===== src/rtl/load_align_if.sv =====
// -----------------------------------------------------------------------------
// load_align_if
//   Bundles the load-request, data-memory read port and response signals of
//   load_align_unit.
//
//   slave  : the load unit itself.
//   master : the environment. It issues requests, serves the memory read port
//            and consumes responses.
//
//   req_valid/req_ready/req_addr/req_funct3 : load request handshake.
//   mem_en/mem_addr/mem_dout                : synchronous data-memory read port.
//   resp_valid/resp_data/resp_err           : one-cycle registered result pulse.
// -----------------------------------------------------------------------------
interface load_align_if #(
    parameter int ADDR_WIDTH = 32
);
    logic                  req_valid;
    logic                  req_ready;
    logic [ADDR_WIDTH-1:0] req_addr;
    logic [2:0]            req_funct3;
    logic                  mem_en;
    logic [ADDR_WIDTH-3:0] mem_addr;
    logic [31:0]           mem_dout;
    logic                  resp_valid;
    logic [31:0]           resp_data;
    logic                  resp_err;

    modport slave (
        input  req_valid, req_addr, req_funct3, mem_dout,
        output req_ready, mem_en, mem_addr, resp_valid, resp_data, resp_err
    );

    modport master (
        output req_valid, req_addr, req_funct3, mem_dout,
        input  req_ready, mem_en, mem_addr, resp_valid, resp_data, resp_err
    );
endinterface


===== src/rtl/load_align_unit.sv =====
// -----------------------------------------------------------------------------
// load_align_unit
//   Load-path byte alignment. The unit accepts a load (byte address + funct3)
//   and reads the synchronous data memory. It returns the selected
//   byte/half/word, sign- or zero-extended to 32 bits. Half/word loads that
//   cross a word boundary are split into two word reads and then merged. When
//   ALLOW_MISALIGNED=0, such loads are reported as errors instead.
//
//   clk   : rising-edge clock
//   rst_n : asynchronous active-low reset
//   bus   : load_align_if.slave (request, memory read port, response)
// -----------------------------------------------------------------------------
module load_align_unit #(
    parameter int ADDR_WIDTH       = 32,
    parameter bit ALLOW_MISALIGNED = 1'b1
) (
    input  logic              clk,
    input  logic              rst_n,
    load_align_if.slave       bus
);
    localparam int DATA_W = 32;
    localparam int WORD_W = ADDR_WIDTH - 2;

    localparam logic [2:0] F3_LB  = 3'b000;
    localparam logic [2:0] F3_LH  = 3'b001;
    localparam logic [2:0] F3_LW  = 3'b010;
    localparam logic [2:0] F3_LBU = 3'b100;
    localparam logic [2:0] F3_LHU = 3'b101;

    typedef enum logic [1:0] {IDLE, WAIT0, WAIT1} state_t;

    function automatic logic is_valid_f3(input logic [2:0] f3);
        return (f3 == F3_LB) || (f3 == F3_LH) || (f3 == F3_LW) ||
               (f3 == F3_LBU) || (f3 == F3_LHU);
    endfunction

    // A load crosses into the next word when its last byte lies beyond byte 3.
    function automatic logic needs_split(input logic [2:0] f3, input logic [1:0] off);
        logic s;
        s = 1'b0;
        case (f3)
            F3_LH, F3_LHU: s = (off == 2'd3);
            F3_LW:         s = (off != 2'd0);
            default:       s = 1'b0;
        endcase
        return s;
    endfunction

    // The requested data is already shifted down to bit 0. Here it is only
    // extended.
    function automatic logic [DATA_W-1:0] extend_load(input logic [DATA_W-1:0] aligned,
                                                      input logic [2:0]        f3);
        logic signed [7:0]        b;
        logic signed [15:0]       h;
        logic signed [DATA_W-1:0] r;
        b = aligned[7:0];
        h = aligned[15:0];
        r = '0;
        case (f3)
            F3_LB:   r = DATA_W'(b);
            F3_LH:   r = DATA_W'(h);
            F3_LW:   r = $signed(aligned);
            F3_LBU:  r = $signed({24'd0, aligned[7:0]});
            F3_LHU:  r = $signed({16'd0, aligned[15:0]});
            default: r = '0;
        endcase
        return r;
    endfunction

    state_t                state;
    logic [2:0]            funct3_p1;
    logic [1:0]            offset_p1;
    logic [WORD_W-1:0]     word_p1;
    logic                  split_p1;
    logic                  err_p1;
    logic [DATA_W-1:0]     lo_p1;

    logic                  req_split;
    logic                  accept;
    logic [2*DATA_W-1:0]   merged;
    logic [DATA_W-1:0]     aligned;
    logic [DATA_W-1:0]     load_result;

    assign req_split = needs_split(bus.req_funct3, bus.req_addr[1:0]);
    assign accept    = (state == IDLE) && bus.req_valid;

    // mem_en is gated with rst_n so that it drops as soon as reset asserts,
    // not only at the next clock edge.
    assign bus.req_ready = rst_n && (state == IDLE);
    assign bus.mem_en    = rst_n && (accept || ((state == WAIT0) && split_p1));
    assign bus.mem_addr  = (state == IDLE) ? bus.req_addr[ADDR_WIDTH-1:2]
                                           : word_p1 + WORD_W'(1);

    // For a split load the two words form one 64-bit window. For a single read
    // the upper half is zero. In both cases the shift brings the addressed
    // byte down to bit 0.
    always_comb begin
        merged      = (state == WAIT1) ? {bus.mem_dout, lo_p1} : {{DATA_W{1'b0}}, bus.mem_dout};
        aligned     = DATA_W'(merged >> {offset_p1, 3'b000});
        load_result = extend_load(aligned, funct3_p1);
    end

    // ---- stage p1: request attributes and low word held across the read ----
    always_ff @(posedge clk) begin
        if (accept) begin
            funct3_p1 <= bus.req_funct3;
            offset_p1 <= bus.req_addr[1:0];
            word_p1   <= bus.req_addr[ADDR_WIDTH-1:2];
            split_p1  <= ALLOW_MISALIGNED && req_split;
            err_p1    <= !is_valid_f3(bus.req_funct3) || (!ALLOW_MISALIGNED && req_split);
        end
        if ((state == WAIT0) && split_p1) begin
            lo_p1 <= bus.mem_dout;
        end
    end

    // ---- stage p2: control FSM and registered response ----
    always_ff @(posedge clk or negedge rst_n) begin
        if (!rst_n) begin
            state          <= IDLE;
            bus.resp_valid <= 1'b0;
            bus.resp_data  <= '0;
            bus.resp_err   <= 1'b0;
        end else begin
            bus.resp_valid <= 1'b0;
            case (state)
                IDLE: begin
                    if (bus.req_valid) begin
                        state <= WAIT0;
                    end
                end
                WAIT0: begin
                    if (split_p1) begin
                        state <= WAIT1;
                    end else begin
                        bus.resp_valid <= 1'b1;
                        bus.resp_data  <= err_p1 ? '0 : load_result;
                        bus.resp_err   <= err_p1;
                        state          <= IDLE;
                    end
                end
                WAIT1: begin
                    bus.resp_valid <= 1'b1;
                    bus.resp_data  <= load_result;
                    bus.resp_err   <= 1'b0;
                    state          <= IDLE;
                end
                default: state <= IDLE;
            endcase
        end
    end
endmodule


===== src/flat_wrapper.sv =====
// flat-port wrapper written by rule: the top's interface ports become plain ports
module load_align_unit_flat 
#(
    parameter int ADDR_WIDTH       = 32,
    parameter bit ALLOW_MISALIGNED = 1'b1
)
  (clk, rst_n, bus_req_valid, bus_req_addr, bus_req_funct3, bus_mem_dout, bus_req_ready, bus_mem_en, bus_mem_addr, bus_resp_valid, bus_resp_data, bus_resp_err);
  load_align_if #(.ADDR_WIDTH(ADDR_WIDTH)) bus_i ();
  input  logic clk;
  input  logic rst_n;
  input wire logic [$bits(bus_i.req_valid)-1:0] bus_req_valid;
  input wire logic [$bits(bus_i.req_addr)-1:0] bus_req_addr;
  input wire logic [$bits(bus_i.req_funct3)-1:0] bus_req_funct3;
  input wire logic [$bits(bus_i.mem_dout)-1:0] bus_mem_dout;
  output wire logic [$bits(bus_i.req_ready)-1:0] bus_req_ready;
  output wire logic [$bits(bus_i.mem_en)-1:0] bus_mem_en;
  output wire logic [$bits(bus_i.mem_addr)-1:0] bus_mem_addr;
  output wire logic [$bits(bus_i.resp_valid)-1:0] bus_resp_valid;
  output wire logic [$bits(bus_i.resp_data)-1:0] bus_resp_data;
  output wire logic [$bits(bus_i.resp_err)-1:0] bus_resp_err;
  assign bus_i.req_valid = bus_req_valid;
  assign bus_i.req_addr = bus_req_addr;
  assign bus_i.req_funct3 = bus_req_funct3;
  assign bus_i.mem_dout = bus_mem_dout;
  assign bus_req_ready = bus_i.req_ready;
  assign bus_mem_en = bus_i.mem_en;
  assign bus_mem_addr = bus_i.mem_addr;
  assign bus_resp_valid = bus_i.resp_valid;
  assign bus_resp_data = bus_i.resp_data;
  assign bus_resp_err = bus_i.resp_err;
  load_align_unit #(.ADDR_WIDTH(ADDR_WIDTH), .ALLOW_MISALIGNED(ALLOW_MISALIGNED)) u_core (.clk(clk), .rst_n(rst_n), .bus(bus_i));
endmodule

===== config.mk =====
export PLATFORM = sky130hd
export DESIGN_NAME = load_align_unit_flat
export DESIGN_NICKNAME = d
export VERILOG_FILES = /design/src/rtl/load_align_if.sv /design/src/rtl/load_align_unit.sv /design/src/flat_wrapper.sv
export SDC_FILE = /design/constraint.sdc
export NUM_CORES = 1
export LEC_CHECK = 0
export ABC_AREA = 1
export CAP_MARGIN = 5
export CORE_ASPECT_RATIO = 0.5
export CORE_MARGIN = 4
export CORE_UTILIZATION = 47
export DETAILED_ROUTE_END_ITERATION = 10
export GPL_TIMING_DRIVEN = 0
export PLACE_DENSITY = 0.78
export REMOVE_ABC_BUFFERS = 1
export SLEW_MARGIN = 10
export SYNTH_ARGS = -nofsm -noshare
export SYNTH_HDL_FRONTEND = slang
export SYNTH_SLANG_ARGS = --single-unit
export TNS_END_PERCENT = 30

===== constraint.sdc =====
create_clock -name clk -period 2.3 [get_ports clk]
set_clock_uncertainty 0.2 [all_clocks]
set_input_delay 0.23 -clock clk [delete_from_list [all_inputs] [get_ports clk]]
set_output_delay 0.23 -clock clk [all_outputs]
set_load 0.01 [all_outputs]

==> results of run 1 <==
==> path summary, 6_finish.rpt <==
path,slack (ns),to,cells after the start,start
setup / recovery,-0.12,bus_mem_addr[14],8,u_core.word_p1[0]
hold reg to reg,0.28,u_core.bus.resp_data[22],2,u_core.bus.resp_data[22]
hold / removal,0.19,u_core.bus.resp_data[30],3,rst_n
min in group clk,0.26,u_core.word_p1[10],1,bus_req_addr[12]
max in group asynchronous,0.40,u_core.bus.resp_data[4],3,rst_n
setup reg to reg,0.05,u_core.bus.resp_data[12],8,u_core.funct3_p1[1]
==> cells by family after synthesis <==
group	count (synthesis)	share of synthesized area, %
AOI/OAI and AO/OA	58	5.79
xor gates and xnor gates	12	1.65
adders and majority gates	5	0.982
buffers and inverters	77	6.13
DFF	105	46.6
and+or+nand+nor	581	38.8
==> worst register-to-register path: cells and delay by family (launching register included) <==
| family | cells | cell delay [ns] |
|---|---|---|
| AND/OR/NAND/NOR | 6 | 0.96 |
| flip-flops | 1 | 0.55 |
| buffers and inverters | 2 | 0.48 |
==> report_power, final <==
part	internal [mW]	total [mW]	switching [mW]
combinational	2.20	5.38	3.18
clock	0.881	1.60	0.723
sequential	2.59	2.91	0.315
total	5.67	9.89	4.22
==> registers in the layout, indices dropped and copies added (netlist names) <==
signal and cells:
u_core.state 2, u_core.bus.resp_valid 1, u_core.word_p1 30, u_core.err_p1 1
u_core.split_p1 1, u_core.lo_p1 32, u_core.funct3_p1 3, u_core.offset_p1 2
u_core.bus.resp_data 32, u_core.bus.resp_err 1
==> cell type report <==
| type | count | area, um^2 | share of cell area, % |
|---|---|---|---|
| Clock buffer | 12 | 246 | 2.82 |
| Multi-Input combinational cell | 657 | 3320 | 38.0 |
| Tap cell | 170 | 213 | 2.44 |
| Sequential cell | 105 | 2970 | 34.0 |
| Timing Repair inverter | 2 | 12.5 | 0.143 |
| Inverter | 36 | 166 | 1.91 |
| Timing Repair Buffer | 183 | 1750 | 20.0 |
| Clock inverter | 4 | 52.6 | 0.602 |
==> per-stage QoR <==
| stage | worst slack [ns] | TNS, ns | power [mW] | instance area, um^2 |
|---|---|---|---|---|
| after floorplan | -0.804 | -47.81 | 5.38 | 6120 |
| after global placement | -1.89 | -152.93 | 7.41 | 7680 |
| after detailed placement | -1.42 | -74.97 | 7.64 | 7790 |
| after CTS | -0.158 | -0.816 | 9.58 | 8510 |
| after global routing | -0.229 | -1.93 | 10.5 | 8730 |
| final | -0.121 | -0.597 | 9.89 | 8730 |
==> layer usage <==
layer  global-route usage (%)  wire length [um]  up-vias
li1                         -                 -     3079
met1                     31.7              8470     3074
met2                     41.6              9660      355
met3                     6.98              2180       49
met4                     6.83               367        2
met5                        0                 8        -
==> timing repair <==
action	CTS	global route
hold buffers	2	0
gates cloned	3	2
buffers inserted	27	12
hold endpoints to repair	18	0
pin swaps	11	17
endpoints found under the setup margin	102	62
gates resized for setup	118	85
==> cell usage in the layout, fill, tap and decap left out, drive strengths merged, types with 2 or more instances in the layout <==
cell type / count
inv: 35
a211oi: 2
dlygate4sd2: 2
xnor2: 7
nor2: 74
o21bai: 4
nand3: 130
clkdlybuf4s15: 4
ha: 5
o31ai: 8
dlygate4sd3: 2
o211ai: 6
dfrtp: 36
buf: 56
nand2: 362
dlymetal6s2s: 3
clkinvlp: 3
a21oi: 13
nand4: 5
clkdlybuf4s50: 102
xor2: 5
clkinv: 3
a21boi: 2
clkbuf: 25
nand3b: 7
a31oi: 3
or2: 2
o21ai: 19
edfxtp: 69
==> impl_results.md, run 1 <==
- Core region area: approximately 13000 um^2
- Failing checks: setup timing
- # diodes: 0
- Worst Tran Pin Value: between 0.8 and 0.9 ns
- Sequential-to-total area share from yosys stat: ~47%
- HP Class: in -> async
- Via density: 5.61
- Post-route ant nets: 0
- GPL Wtd Cong: roughly 0.89
- Layout Cells excl Fill: 1169
- Largest net degree at the start of global routing: 38
- First-pass GRT wire length: 31700 um
- Top Family by Delay on Critical Path: flip-flops
- Fillers: ~1100
- Die Ht: approximately 90 um
- Final period util: 105%
- Peak supply drop: ~0.63 mV
- Drc violations: 0
- CTS tree: done
- Synth Flop Type: edfxtp_1
- WS Path Type: reg -> out
- Fmax: 413 MHz
- Post-synth top cells: nand2_1, nand3_1, nor2_1
- CP max stage delay: 0.46 ns
- Placed insts: 1107
- Initial antenna violation count: 1
- PwrDens: 1130 nW/um^2
- Final WS setup: -0.121 ns
- Detailed router's first-iteration violation count: 669
- CP startpoint kind: flop
- Clock Path Buffers: 2
- CTS buffer count: 9
- Synth Register Bits: around 110
- Post-synth EDFFs: 69
- Die Area: 15600 um^2
- Detailed Routing Iterations Pass 1: 5
- Clock transition at path regs: 0.08 ns
- Worst path slowest cell: edfxtp_1
- Hold Vio Cnt, Final: 0
- Dominant cells by area after synthesis: edfxtp_1, nand2_1, dfrtp_1
- RSZ-0062 raised after global routing: true
- Slew HR: 41.7%
- Max Slew Vio Count: 0
- Synthesized instance count: 838
- Via count: 6559
- Root buf cell: clkbuf_16
- Vias in the first global route: roughly 6500
- Leakage: just under 4 nW
- DIE WIDTH: between 150 and 200 um
- Yosys cell types: 39
- Share of layout cells above drive strength 1: 16.8%
- Critical path arrival: 1.99 ns
- Warnings, synthesis: 0
- CP endpoint kind: output port
- Area leader, netlist: edfxtp_1
- Synth Cell Area: 6370 um^2
- Layout Nets: roughly 1100
- Latest clock arrival within the worst-skew pair: 0.34 ns
- GRT Resource Usage Total: 24.8%
- Clock sink count: about 110
- Crit path cell chain: ha_4 -> nand3_4 -> nor2_4 -> buf_4 -> nand3_2 -> xor2_1 -> o21ai_1 -> buf_2
- Tmin final: 2.42 ns
- Critical Path RT: ~1.9 ns
- Std cell rows: 29
- HPWL Detailed: 12300 um
- Max_cap viols: 0
- Top-area cell type share of the netlist area: between 30% and 40%
- PortBufs: roughly 140
- Number of buffers and inverters on the critical path: 2
- Grt ovf: 0
- Routed WL: 20700 um
- Worst hold margin: 0.189 ns
- IO Pins: 136
- Syn_area_per_cell: 7.61 um^2
- Finish-stage setup viols: 11
- Ys async rst share: ~34%
- H-tree depth: 3
- Routed len/inst: 17.7 um
- Final Util: around two thirds
- Most common cell in the netlist: nand2_1
- Layout area overhead: 37.0%
- Initial Util: 49.2%
- Max FO, Critical Path: 3
- Outcome: finished, violations left
No activity file was read; power rests on OpenSTA's default activity.
==> run 2: changes to the inputs <==
--- a/config.mk
+++ b/config.mk
@@ -10,6 +10,7 @@
 export CORE_ASPECT_RATIO = 0.5
 export CORE_MARGIN = 4
 export CORE_UTILIZATION = 47
+export CTS_CLUSTER_SIZE = 24
 export DETAILED_ROUTE_END_ITERATION = 10
 export GPL_TIMING_DRIVEN = 0
 export PLACE_DENSITY = 0.78
==> results of run 2 <==
Final layout, timing and power as in run 1 (identical DEF).
